==> config.mk <==
export PLATFORM = sky130hd
export DESIGN_NAME = game_state_controller
export DESIGN_NICKNAME = d
export VERILOG_FILES = /design/src/rtl/game_state_controller.sv
export SDC_FILE = /design/constraint.sdc
export NUM_CORES = 1
export LEC_CHECK = 0
export CORE_ASPECT_RATIO = 1.5
export CORE_MARGIN = 1.5
export CORE_UTILIZATION = 40
export CTS_CLUSTER_DIAMETER = 80
export CTS_CLUSTER_SIZE = 40
export DETAILED_ROUTE_END_ITERATION = 8
export HOLD_SLACK_MARGIN = 0.08
export MAX_ROUTING_LAYER = met4
export SYNTH_ARGS = -nofsm -noshare
export SYNTH_HDL_FRONTEND = slang
export SYNTH_SLANG_ARGS = --single-unit
==> constraint.sdc <==
create_clock -name i_clk -period 7 [get_ports i_clk]
set_input_delay 1.4 -clock i_clk [delete_from_list [all_inputs] [get_ports i_clk]]
set_output_delay 1.4 -clock i_clk [all_outputs]
set_load 0.005 [all_outputs]
==> src/rtl/game_state_controller.sv <==
// game_state_controller: button debounce, menu/play/pause/respawn/victory/game-over
// sequencer with lives, level-scaled game tick and entity reset pulse generation.
`default_nettype none

module game_state_controller #(
  parameter int GRID_CELLS         = 100,
  parameter int DEBOUNCE_CYCLES    = 4,
  parameter int RESET_PULSE_CYCLES = 15,
  parameter int NUM_LIVES          = 3,
  parameter int NUM_LEVELS         = 8,
  parameter int LEN_PER_LEVEL      = 5,
  parameter int TICK_BASE          = 1000,
  parameter int TICK_STEP          = 100
) (
  input  logic                               i_clk,
  input  logic                               i_rst,
  input  logic                               i_start_button,
  input  logic                               i_pause_button,
  input  logic [$clog2(GRID_CELLS):0]        i_snake_length,
  input  logic                               i_halt_condition,
  output logic [2:0]                         o_ctrl_state,
  output logic                               o_system_active,
  output logic                               o_reset_pulse,
  output logic                               o_game_tick,
  output logic [$clog2(NUM_LIVES+1)-1:0]     o_lives,
  output logic [$clog2(NUM_LEVELS):0]        o_level
);

  localparam int LW   = $clog2(GRID_CELLS) + 1;
  localparam int LIVW = $clog2(NUM_LIVES + 1);
  localparam int LVW  = $clog2(NUM_LEVELS) + 1;
  localparam int TW0  = $clog2(LEN_PER_LEVEL * NUM_LEVELS + 1);
  localparam int CW   = (LW > TW0) ? LW : TW0;
  localparam int PW   = $clog2(RESET_PULSE_CYCLES + 1);
  localparam int TKW  = $clog2(TICK_BASE + 1);
  localparam int DBW  = $clog2(DEBOUNCE_CYCLES + 1);

  typedef enum logic [2:0] {
    S_MENU     = 3'd0,
    S_PLAYING  = 3'd1,
    S_PAUSED   = 3'd2,
    S_VICTORY  = 3'd3,
    S_GAMEOVER = 3'd4,
    S_RESPAWN  = 3'd5
  } state_t;

  // Index 0 = start button, index 1 = pause button.
  logic [1:0]     r_sync0;
  logic [1:0]     r_sync1;
  logic [1:0]     r_db;
  logic [1:0]     r_db_q;
  logic [1:0]     r_press;
  logic [DBW-1:0] r_db_cnt [2];

  state_t          r_state;
  logic [LIVW-1:0] r_lives;
  logic [LVW-1:0]  r_level;
  logic [CW-1:0]   r_thr;
  logic [PW-1:0]   r_pulse;
  logic [TKW-1:0]  r_tick_cnt;
  logic            r_tick;

  logic [TKW-1:0]  w_period_m1;
  logic [CW-1:0]   w_len;
  logic            w_start_press;
  logic            w_pause_press;

  assign w_period_m1   = TKW'(TICK_BASE) - TKW'(int'(r_level) * TICK_STEP) - TKW'(1);
  assign w_len         = CW'(i_snake_length);
  assign w_start_press = r_press[0];
  assign w_pause_press = r_press[1];

  always_ff @(posedge i_clk or posedge i_rst) begin
    if (i_rst) begin
      r_sync0  <= '0;
      r_sync1  <= '0;
      r_db     <= '0;
      r_db_q   <= '0;
      r_press  <= '0;
      for (int b = 0; b < 2; b++) r_db_cnt[b] <= '0;
    end else begin
      r_sync0 <= {i_pause_button, i_start_button};
      r_sync1 <= r_sync0;
      r_db_q  <= r_db;
      r_press <= r_db & ~r_db_q;
      for (int b = 0; b < 2; b++) begin
        if (r_sync1[b] != r_db[b]) begin
          if (r_db_cnt[b] == DBW'(DEBOUNCE_CYCLES - 1)) begin
            r_db[b]     <= r_sync1[b];
            r_db_cnt[b] <= '0;
          end else begin
            r_db_cnt[b] <= r_db_cnt[b] + DBW'(1);
          end
        end else begin
          r_db_cnt[b] <= '0;
        end
      end
    end
  end

  always_ff @(posedge i_clk or posedge i_rst) begin
    if (i_rst) begin
      r_state    <= S_MENU;
      r_lives    <= '0;
      r_level    <= '0;
      r_thr      <= CW'(LEN_PER_LEVEL);
      r_pulse    <= '0;
      r_tick_cnt <= '0;
      r_tick     <= 1'b0;
    end else begin
      // Default countdown; a trigger below overrides it with a fresh load.
      if (r_pulse != '0) r_pulse <= r_pulse - PW'(1);

      case (r_state)
        S_MENU: begin
          if (w_start_press) begin
            r_state <= S_PLAYING;
            r_lives <= LIVW'(NUM_LIVES);
            r_level <= '0;
            r_thr   <= CW'(LEN_PER_LEVEL);
            r_pulse <= PW'(RESET_PULSE_CYCLES);
          end
        end
        S_PLAYING: begin
          if (w_len >= CW'(GRID_CELLS)) begin
            r_state <= S_VICTORY;
          end else if (i_halt_condition) begin
            if (r_lives > LIVW'(1)) begin
              r_lives <= r_lives - LIVW'(1);
              r_state <= S_RESPAWN;
              r_pulse <= PW'(RESET_PULSE_CYCLES);
            end else begin
              r_lives <= '0;
              r_state <= S_GAMEOVER;
            end
          end else if (w_pause_press) begin
            r_state <= S_PAUSED;
          end
          // Thresholds advance one level per cycle, so no divider is needed.
          if (w_len >= r_thr && r_level < LVW'(NUM_LEVELS - 1)) begin
            r_level <= r_level + LVW'(1);
            r_thr   <= r_thr + CW'(LEN_PER_LEVEL);
          end
        end
        S_PAUSED: begin
          if (w_start_press)      r_state <= S_MENU;
          else if (w_pause_press) r_state <= S_PLAYING;
        end
        S_VICTORY, S_GAMEOVER: begin
          if (w_start_press) r_state <= S_MENU;
        end
        S_RESPAWN: begin
          if (r_pulse <= PW'(1)) r_state <= S_PLAYING;
        end
        default: r_state <= S_MENU;
      endcase

      r_tick <= 1'b0;
      if (r_state == S_PLAYING && r_pulse == '0) begin
        if (r_tick_cnt >= w_period_m1) begin
          r_tick     <= 1'b1;
          r_tick_cnt <= '0;
        end else begin
          r_tick_cnt <= r_tick_cnt + TKW'(1);
        end
      end else if (r_state != S_PAUSED) begin
        r_tick_cnt <= '0;
      end
    end
  end

  assign o_ctrl_state    = r_state;
  assign o_system_active = (r_state == S_PLAYING);
  assign o_reset_pulse   = (r_pulse != '0);
  assign o_game_tick     = r_tick;
  assign o_lives         = r_lives;
  assign o_level         = r_level;

endmodule

`default_nettype wire

Word level (Yosys, flattened, before mapping):

Index checks and enable logic that the tools add are counted.

* bits in registers: 48
* input port bits: 13
* output and inout port bits: 12
* word-level logic and storage cells: 100

* $add $sub $neg: 9
* multipliers: 1
* magnitude comparators: 6
* equal/unequal tests: 18
* mux-type cells: 36
* bitwise logic cells: 2
* reductions and logical operators: 13

Operator list (number)
* $mux W3: 12
* $mux W10: 3
* $mux W4: 7
* $mux W8: 2
* $pmux W4 S2: 2
* $pmux W8 S2: 1
* $pmux W3 S5: 1
* $eq A3 B2 Y1 const B: 4
* $add A10 B1 Y10 const B: 1
* $ge A10 B10 Y1: 1
* $ne A2 B2 Y1 const B: 5
* $sub A10 B2 Y10 const B: 1
* $sub A6 B10 Y10 const A: 1
* $add A8 B3 Y8 const B: 1
* $ge A8 B7 Y1 const B: 1
* $ge A8 B8 Y1: 1
* $mul A4 B5 Y8 const B: 1
* $mux W2: 4
* $add A3 B1 Y3 const B: 2
* $eq A3 B3 Y1 const B: 2
* $reduce_and A5 Y1: 1
* $add A4 B1 Y4 const B: 1
* $le A4 B1 Y1 const B: 1
* $logic_not A4 Y1: 1
* other kinds (22): 28

Depth between registers and ports, before layout:

* word-level depth: 6
* depth in mapped cells: 14
* mapped depth without buffers: 13

Least setup slack after synthesis:

No wires, ideal clock.

* path kind: flip-flop to flip-flop
* from: register r_level[0] (netlist: o_level[0])
* to: register r_tick_cnt[3]
* setup time: 68 ps
* arrival time: 2944 ps
* data required time: 6932 ps
* setup slack: 3987 ps
* cell stages (with the launch flop): 14
* path buffers: 1
* period minus slack after synthesis: 3013 ps
* cell sequence: dfrtp_1 ha_1 ha_1 inv_1 fa_1 nor3b_1 xnor2_1 ha_1 o21ai_0 o2111ai_1 a21oi_2 buf_2 nand3_1 nand3_1

* longest elaborated chain between the ends: 6

Ends and longest elaborated chain
* start: declaration: RTL line 57 `logic [LVW-1:0] r_level;`
* start signal: assignment: RTL line 141 `r_level <= r_level + LVW'(1);`
* $mul A4 B5 Y8: RTL line 68 `assign w_period_m1 = TKW'(TICK_BASE) - TKW'(int'(r_level) * TICK_STEP) - TKW'(1);`
* $sub A6 B10 Y10: RTL line 68
* $sub A10 B2 Y10: RTL line 68
* $ge A10 B10 Y1: RTL line 160 `if (r_tick_cnt >= w_period_m1) begin`
* $mux W10: RTL line 160
* $mux W10: RTL line 159 `if (r_state == S_PLAYING && r_pulse == '0) begin`
* end signal: assignment: RTL line 164 `r_tick_cnt <= r_tick_cnt + TKW'(1);`
* end: declaration: RTL line 60 `logic [TKW-1:0] r_tick_cnt;`

No other way between the ends.
A chain may end at the register's enable or synchronous reset.

Worst setup path in the final report:

* from: register r_pulse[0]
* to: output port o_reset_pulse

* longest elaborated chain between the ends: 1

Ends and longest elaborated chain
* start: declaration: RTL line 59 `logic [PW-1:0] r_pulse;`
* start signal: assignment: RTL line 112 `if (r_pulse != '0) r_pulse <= r_pulse - PW'(1);`
* start signal: assignment: RTL line 121 `r_pulse <= PW'(RESET_PULSE_CYCLES);`
* start signal: assignment: RTL line 131 `r_pulse <= PW'(RESET_PULSE_CYCLES);`
* $reduce_bool A4 Y1: RTL line 174 `assign o_reset_pulse = (r_pulse != '0);`
* end: declaration: RTL line 23 `output logic o_reset_pulse,`

No other way between the ends.

==> results.ini <==
[grt]
track_usage_pct = 15.7
grt.busiest_layer = met2
grt_first_pass_wirelength_um = 9330
overflow = 0
grt_max_degree = 49
grt_pass1_vias = 2069
met3_usage_pct = 2.73
grt_use_met1_pct = 18.7
grtUsageMet2_pct = 25.9
antenna_found_initial = 0

[floorplan]
initial_core_util_pct = 41.7
ios = 25
dieArea_um2 = 7730
die_x_um = 72.3
rows = 37
core_um2 = 6900
die_y_um = 107

[detailed_routing]
wl_um = 5430
postRouteAntennaNets = 0
post_drt_via_cell_ratio = 5.48
drt_iter0_drc = 113
drcViolationCount = 0
wl_per_cell_um = 13.9
dr.pass1.iters = 5
vias = 2143

[cts]
cts.reportedPaths.clkPinSlew_ns = 0.09
cts.htree.levels = 2
cts_sinks = 48
cts-root-buf = clkbuf_8
clockBufferDepth = 2
cts_hold_buf = 0
post_cts_resized = 0
post_cts_buffers = 0
numCtsBuffers = 5
clk_latency_ns = 0.30
cts_tree = yes

[timing]
hold_viol = 0
fin_ws_ns = 3.48
setup_viol = 0
clock_skew_ns = 0.00802
fin_crit_sh_pct = 50.3
report.final.slew_viol_count = 0
period_needed_ns = 3.52
rsz0062_at_grt = false
setup-tns-final_ns = 0
max_clock_freq_mhz = 284
slew_headroom_pct = 33.4
tightestPinTransition_ns = 0.997

[power_and_ir_drop]
internal-power_mw = 0.768
power_density_nw_per_um2 = 385
power_frac_seq_pct = 36.4
combPwrFrac_pct = 47.3
power.switching_mw = 0.498
vdd_drop_max_uv = 172
p_leak_nw = 1.46
p_total_mw = 1.27
swShare_pct = 39.4
clkPwrFrac_pct = 16.4

[placement]
place_ws_ns = 3.21
placed_cells = 383
place.gp.congestion = 0.817
postPlaceCellArea_um2 = 3170
port_buffers = 24
hpwl_um = 3990

[finish]
nNetsFinal = 357
ff_latch_area_um2 = 1200
final_area_um2 = 3290
drive_gt1_share_pct = 7.99
layoutNonFillerInstCount = 391
fillers = 656
multi_input_area_um2 = 1530
syn2layout_area_growth_pct = 14.1
num_antenna_cells = 0

[logic_synthesis]
syn_area_um2 = 2880
synth_top_area_share_pct = 40.0
yosysSeqAreaShare_pct = 41.8
synthArstFlopShare_pct = 100
synth_cell_types = 51
synthFlopType = dfrtp_1
synth_seq_cells = 48
avgSynthCellArea_um2 = 10.0
yosysWarningCount = 0
synthesis.nets = 332
synth_area_leaders = dfrtp_1 (40%), ha_1 (13%), nand2_1 (3.7%), inv_1 (3.0%), xnor2_1 (2.7%)
synth_edf_count = 0
synthCells = 287
synth_area_leader_cell = dfrtp_1

[worst_setup_path]
cp_max_fo = 5
cp_cell_sequence = inv_1, ha_1, nor3b_1, inv_1, clkdlybuf4s50_1
worstReg2RegStart = o_level[0]
critPathLaunch = r_pulse[0]
slowest_delay_ns = 0.49
critical_path_class = reg -> out
path_common_cell = inv_1
slowest_stage = nor3b_1
worstPathArrival_ns = 2.12
crit_path_end_kind = output pin
required_ns = 5.60
r2r_cells = 12
critPathLaunchType = flop

[run]
max_cap_violations = 0

[min_path]
worstHoldStart = r_sync0[1]
hold_path_class = reg -> reg
hold_depth = 0

[outcome]
status = finished, final reports clean

worst max-delay path, delay by kind of cell (launching register included):
kind                       cells  cell delay, ns
buffers and inverters          3            0.71
and+or+nand+nor                1            0.49
DFF                            1            0.40
adders and majority gates      1            0.22
worst paths after layout:
check / slack (ns) / end
setup / recovery: 3.48 / o_reset_pulse
max in group asynchronous: 4.74 / r_pulse[3]
hold reg to reg: 0.36 / r_sync1[1]
setup reg to reg: 3.49 / r_tick_cnt[4]
hold / removal: 0.36 / r_sync1[1]
min in group asynchronous: 1.65 / o_level[3]
power by group through the flow:
stage	Clock, mW	Combinational, mW	Sequential (mW)
global route	0.226	0.683	0.477
finish	0.207	0.598	0.461
detailed placement	0	0.607	0.467
floorplan	0	0.476	0.432
global placement	0	0.592	0.463
CTS	0.217	0.611	0.461
synthesized netlist by cell type (2+ instances only):
library cell and instances:
dfrtp_1 46, ha_1 31, nand2_1 28, inv_1 23, nor2_1 14, o21ai_0 14
a21oi_1 12, nand3_1 12, nor2b_1 10, xnor2_1 9, nor3_1 8, nor3b_1 6
a211oi_1 5, mux2_2 5, or4_1 5, mux2i_1 4, nand3b_1 4, xor2_1 4
a22o_1 3, buf_6 3, o31ai_1 3, a221o_1 2, a31oi_1 2, buf_2 2
dfstp_2 2, nand4_1 2, o2111ai_1 2, o21a_1 2, or3_1 2
stage by stage:
step                      hold slack (ns)  utilization [%]
after floorplan                     0.331                -
after global placement              0.336             45.9
after detailed placement            0.341             45.9
after CTS                           0.364             47.6
after global routing                0.367             47.6
final                               0.358             47.6
layer usage:
metal	routed length, µm	vias to the layer above
met5	0	-
met3	152	6
met1	2450	1039
met2	2720	32
met4	104	0
li1	-	1066
sequential cells by signal, indices dropped and copies added (netlist names), 3 cells and up:
register and count:
r_tick_cnt 10, o_ctrl_state 3, r_pulse 4, o_level 4, r_db_cnt 6, r_thr 8
cell usage in the layout (no fill, tap or decap), types with 10 or more instances in the layout:
cell type,count
o21ai_0,14
ha_1,31
inv_1,22
nor2_1,14
nand2_1,28
a21oi_1,12
nand3_1,12
nor2b_1,10
dfrtp_1,46
clkdlybuf4s50_1,24
cell families after synthesis:
family,count (synthesis),share of synthesized area (%)
AOI/OAI and AO/OA,55,13.1
xor gates and xnor gates,13,3.95
and+or+nand+nor,100,18.7
DFF,48,41.8
buffers and inverters,30,4.91
muxes,9,3.35
adders and majority gates,32,14.2
final cells by class:
cell class | count | share of cell area [%]
multi-input cells | 209 | 46.7
clock inverters | 3 | 1.45
flip-flops and latches | 48 | 36.6
well taps | 78 | 2.97
inverters | 23 | 2.63
clock buffers | 5 | 2.09
repair buffers | 25 | 7.54
Power figures use the tool's default switching activity.
